**src/rtl/ctrl_unit_pkg.sv**
```systemverilog
// rtl/ctrl_unit_pkg.sv - state, opcode and pc_ctrl encodings shared by the control unit
package ctrl_unit_pkg;

  typedef enum logic [3:0] {
    S_IDLE, S_FETCH, S_DECODE, S_EXEC, S_WAIT, S_WB, S_NEXT, S_HALTED, S_ERROR
  } state_t;

  typedef enum logic [1:0] {CLS_ALU, CLS_FLOW, CLS_HALT} instr_class_t;

  localparam logic [1:0] PC_HOLD = 2'b00;
  localparam logic [1:0] PC_INC  = 2'b01;
  localparam logic [1:0] PC_LOAD = 2'b10;
  localparam logic [1:0] PC_REL  = 2'b11;

  localparam logic [3:0] OP_JMP  = 4'hC;
  localparam logic [3:0] OP_JR   = 4'hD;
  localparam logic [3:0] OP_NOP  = 4'hE;
  localparam logic [3:0] OP_HALT = 4'hF;

  typedef struct packed {
    instr_class_t cls;
    logic [2:0]   alu_func;
    logic         alu_in_sel;
    logic [1:0]   pc_ctrl;
  } decode_t;

endpackage

```
**src/rtl/ctrl_decode.sv**
```systemverilog
// rtl/ctrl_decode.sv - combinational opcode decode into class, ALU controls and PC action
module ctrl_decode
  import ctrl_unit_pkg::*;
(
  input  logic [3:0] op,
  output decode_t    dec
);

  always_comb begin
    dec = '{cls: CLS_FLOW, alu_func: 3'd0, alu_in_sel: 1'b0, pc_ctrl: PC_INC};
    if (!op[3]) begin
      dec.cls      = CLS_ALU;
      dec.alu_func = op[2:0];
    end else if (op[3:2] == 2'b10) begin
      dec.cls        = CLS_ALU;
      dec.alu_func   = {1'b0, op[1:0]};
      dec.alu_in_sel = 1'b1;
    end else begin
      case (op)
        OP_JMP:  dec.pc_ctrl = PC_LOAD;
        OP_JR:   dec.pc_ctrl = PC_REL;
        OP_NOP:  dec.pc_ctrl = PC_INC;
        OP_HALT: begin
          dec.cls     = CLS_HALT;
          dec.pc_ctrl = PC_HOLD;
        end
        default: dec.pc_ctrl = PC_INC;
      endcase
    end
  end

endmodule

```
**src/rtl/ctrl_unit.sv**
```systemverilog
// rtl/ctrl_unit.sv - instruction sequencer driving the data_path control interface
module ctrl_unit
  import ctrl_unit_pkg::*;
#(
  parameter int DWIDTH  = 16,
  parameter int TIMEOUT = 15
) (
  input  logic              clk,
  input  logic              rst_n,
  input  logic              start,
  input  logic [DWIDTH-1:0] instr,
  input  logic              dp_done,
  output logic              dp_en,
  output logic              en_pc_pulse,
  output logic [1:0]        pc_ctrl,
  output logic [7:0]        offset_addr,
  output logic [7:0]        offset,
  output logic [1:0]        rd,
  output logic [1:0]        rs,
  output logic [3:0]        reg_en,
  output logic [2:0]        alu_func,
  output logic              alu_in_sel,
  output logic              busy,
  output logic              halted,
  output logic              error
);

  state_t            state, state_nx;
  logic [DWIDTH-1:0] ir;
  logic [7:0]        cnt;
  logic [3:0]        op_src;
  decode_t           dec;

  // In DECODE the ROM word is not yet in ir, so branch on it directly.
  assign op_src = (state == S_DECODE) ? instr[15:12] : ir[15:12];

  ctrl_decode u_decode (
    .op  (op_src),
    .dec (dec)
  );

  assign offset_addr = ir[7:0];
  assign offset      = ir[7:0];
  assign rd          = ir[11:10];
  assign rs          = ir[9:8];

  always_comb begin
    state_nx = state;
    case (state)
      S_IDLE:   if (start) state_nx = S_FETCH;
      S_FETCH:  state_nx = S_DECODE;
      S_DECODE: begin
        case (dec.cls)
          CLS_ALU:  state_nx = S_EXEC;
          CLS_HALT: state_nx = S_HALTED;
          default:  state_nx = S_NEXT;
        endcase
      end
      S_EXEC:   state_nx = dp_done ? S_WB : S_WAIT;
      S_WAIT: begin
        if (dp_done)                  state_nx = S_WB;
        else if (cnt == 8'(TIMEOUT))  state_nx = S_ERROR;
      end
      S_WB:     state_nx = S_NEXT;
      S_NEXT:   state_nx = S_FETCH;
      S_HALTED: state_nx = S_HALTED;
      S_ERROR:  state_nx = S_ERROR;
      default:  state_nx = S_IDLE;
    endcase
  end

  // Outputs are registered from state_nx so each strobe is a clean flop for its state.
  always_ff @(posedge clk or negedge rst_n) begin
    if (!rst_n) begin
      state       <= S_IDLE;
      ir          <= '0;
      cnt         <= '0;
      dp_en       <= 1'b0;
      en_pc_pulse <= 1'b0;
      pc_ctrl     <= PC_HOLD;
      reg_en      <= '0;
      alu_func    <= '0;
      alu_in_sel  <= 1'b0;
      busy        <= 1'b0;
      halted      <= 1'b0;
      error       <= 1'b0;
    end else begin
      state <= state_nx;
      if (state == S_DECODE) begin
        ir         <= instr;
        alu_func   <= dec.alu_func;
        alu_in_sel <= dec.alu_in_sel;
      end
      // cnt holds the number of WAIT cycles spent, including the current one.
      if (state_nx == S_WAIT) cnt <= (state == S_WAIT) ? cnt + 8'd1 : 8'd1;
      else                    cnt <= '0;
      dp_en       <= (state_nx == S_EXEC);
      reg_en      <= (state_nx == S_WB) ? (4'b0001 << ir[11:10]) : 4'b0000;
      en_pc_pulse <= (state_nx == S_NEXT);
      pc_ctrl     <= (state_nx == S_NEXT) ? dec.pc_ctrl : PC_HOLD;
      busy        <= !(state_nx inside {S_IDLE, S_HALTED, S_ERROR});
      halted      <= (state_nx == S_HALTED);
      error       <= (state_nx == S_ERROR);
    end
  end

endmodule
```
**config.mk**
```make
export PLATFORM = sky130hd
export DESIGN_NAME = ctrl_unit
export DESIGN_NICKNAME = d
export VERILOG_FILES = /design/src/rtl/ctrl_unit_pkg.sv /design/src/rtl/ctrl_decode.sv /design/src/rtl/ctrl_unit.sv
export SDC_FILE = /design/constraint.sdc
export NUM_CORES = 1
export LEC_CHECK = 0
export BUFFER_PORTS_ARGS = -buffer_cell sky130_fd_sc_hd__buf_4
export CELL_PAD_IN_SITES_DETAIL_PLACEMENT = 1
export CELL_PAD_IN_SITES_GLOBAL_PLACEMENT = 1
export CORE_MARGIN = 1
export CORE_UTILIZATION = 39
export DETAILED_ROUTE_END_ITERATION = 10
export MAX_ROUTING_LAYER = met4
export PLACE_DENSITY_LB_ADDON = 0.12
export SLEW_MARGIN = 10
export SYNTH_ARGS = -nofsm -noshare
export SYNTH_HDL_FRONTEND = slang
export SYNTH_SLANG_ARGS = --single-unit
```
**constraint.sdc**
```tcl
create_clock -name clk -period 2 [get_ports clk]
set_clock_uncertainty 0.15 [all_clocks]
set_input_delay 0.6 -clock clk [delete_from_list [all_inputs] [get_ports clk]]
set_output_delay 0.6 -clock clk [all_outputs]
set_load 0.05 [all_outputs]
```
==> flow_summary.yaml <==
run_status:
  status: "finished, final reports clean"
routing:
  routedWlPerCell_um: 13.93
  finalWirelength_mm: 4.500
  dr.pass1.iters: 4
  ant_nets: 0
  drt_first_iter_violations: 96
  vias: 1559
  via_per_inst: 4.827
  drc_errors: 0
placement:
  port_buffers: 54
  globalplace.congestion: 0.7536
  dpl.hpwl_mm: 3.233
  pre_cts_ws_ps: 108.5
  dpl_cell_area_um2: 2379
logic_synthesis:
  synth_top_area_share_pct: 53.02
  yosys.area.top_type: "dfrtp_1"
  synth_nets: 236
  ys_async_sr_fraction_pct: 100.0
  synth_edf_count: 0
  synth.most_common_cell: "nand2_1"
  synth_area_leaders: "dfrtp_1, nand2_1, buf_4, nor2_1, nor3_1"
  mappedNetlistArea_um2: 2029
  synth_seq_area_share_pct: 53.02
  synthFlopType: "dfrtp_1"
  syn_avg_cell_area_um2: 9.439
  syn_inst: 215
  synth_warnings: 0
  ys_types: 37
  ys_ff_latch: 43
  synth.cells.most_frequent: "nand2_1, dfrtp_1, buf_4"
worst_setup_path:
  critPathBufInv: 0
  reg2reg_slack_ps: 160
  critPathSlowestCell: "or4b_1"
  start_kind: "flip-flop"
  crit_family: "simple AND/OR/NAND/NOR gates"
  crit_type: "flip-flop to flip-flop"
  arrival_ps: 1860
  crit_path_max_incr_delay_ps: 570
  required_ps: 2020
  end_kind: "flip-flop"
  worst-path-max-fanout: 10
  path_cells: "or4b_1 -> o221a_1 -> a211oi_2 -> a21oi_1"
global_route:
  grt_max_degree: 44
  track_usage_pct: 18.71
  grt_overflow: 0
  antenna_found_initial: 0
  grt_pass1_wl_mm: 7.458
  grt_pass1_vias: 1537
floorplan:
  dieArea_um2: 5496
  dieHeight_um: 74.14
  io_pins: 55
  std_cell_rows: 25
  core_um2: 4848
  die_x_um: 74.14
  start_util_pct: 41.86
cells_and_area:
  stdcell_area_um2: 2479
  final_net_count: 276
  fill_cells: 564
  area_growth_pct: 22.13
  drive_gt1_share_pct: 28.52
  n_antenna_cell: 0
sta:
  hold_viol_final: 0
  final-setup-viol-count: 0
  fmax_mhz: 542.7
  slew_headroom_pct: 62.70
  period_share_pct: 92.13
  slew_violations: 0
  setup_tns_ps: 0
  fin_ws_ps: 157.3
  tightest_slew_ps: 559.5
  rsz0062_at_grt: "false"
  min_period_ps: 1843
clock_network:
  cts.sinks: 43
  cts_tree: "yes"
  cts-root-buf: "clkbuf_8"
  clock_latency_ps: 300
  clk_pin_slew_worst_paths_ps: 80
  cts_setup_buffers: 0
  cts_hold_buffers: 0
  clk_path_buf_depth: 2
  cts_buffers: 5
  cts.htree.levels: 2
  cts_resized: 0
min_path:
  hold_class: "input port to async pin"
pwr:
  p_per_area_nw_per_um2: 1784
  finalPower_mw: 4.422
  ir_drop_v: 0.0006958
  power.leakage_nw: 1.246
job:
  drv_cap: 0
-- path summary, 6_finish.rpt --
kind	startpoint	endpoint	cells after the start
max	state[0]$_DFF_PN0_	busy$_DFF_PN0_	4
min	rst_n	ir[6]$_DFFE_PN0P_	1
max reg2reg	state[0]$_DFF_PN0_	busy$_DFF_PN0_	4
min reg2reg	alu_func[2]$_DFFE_PN0P_	alu_func[2]$_DFFE_PN0P_	2
max in group asynchronous	rst_n	reg_en[0]$_DFF_PN0_	1
min in group clk	alu_func[2]$_DFFE_PN0P_	alu_func[2]$_DFFE_PN0P_	2
-- stage by stage --
stage	cells	util (%)	hold slack, ps
after detailed placement	315	49.06	312.4
after global placement	315	49.06	303.4
after global routing	323	51.12	184.8
after CTS	323	51.12	155.1
after floorplan	215	-	154.4
final	323	51.12	139.2
-- layout by cell type, fill, tap and decap left out, types with 2 or more instances in the layout --
cell type	n
or3_1	2
dfrtp_1	43
o21ai_2	2
clkbuf_8	7
o21ai_1	4
xnor2_1	4
nor3_1	9
buf_4	60
nand3_1	5
inv_1	7
xor2_1	3
and3b_1	2
o21a_1	2
nand2b_1	2
nor2_1	14
nand2_1	60
nand3b_1	3
nor2b_1	2
a21oi_1	6
-- power by group --
part	switching (mW)	internal (mW)
Sequential	0.262	1.16
Clock	0.287	0.315
Combinational	1.65	0.746
Total	2.20	2.22
-- logic make-up after synthesis --
family                   share of synthesized area (%)
AO/OA/AOI/OAI                                    7.953
adder cells (fa/ha/maj)                         0.6164
flip-flops                                       53.02
AND/OR/NAND/NOR                                  24.97
buffers and inverters                            10.42
XOR/XNOR                                         3.021
-- flip-flops by register name, indices dropped and copies added (netlist names), 2 cells and up --
name      cells
alu_func      3
cnt           8
ir           16
pc_ctrl       2
reg_en        4
state         4
-- layer usage --
| metal | track usage, % | vias up | share of wire (%) |
|---|---|---|---|
| met3 | 4.607 | 8 | 5.3 |
| met2 | 27.78 | 38 | 47 |
| met1 | 24.72 | 752 | 46 |
| li1 | - | 761 | - |
| met5 | - | - | 0 |
| met4 | 7.051 | 0 | 1.5 |
-- area by class of cell --
type / instances / area [um^2] / share of cell area, %
inverter: 7 / 26.28 / 1.060
sequential: 43 / 1076 / 43.41
timing repair buffer: 60 / 450.4 / 18.17
multi-input combinational: 138 / 742.0 / 29.93
clock buffer: 8 / 100.1 / 4.038
tap: 67 / 83.83 / 3.382
Power figures use the tool's default switching activity.
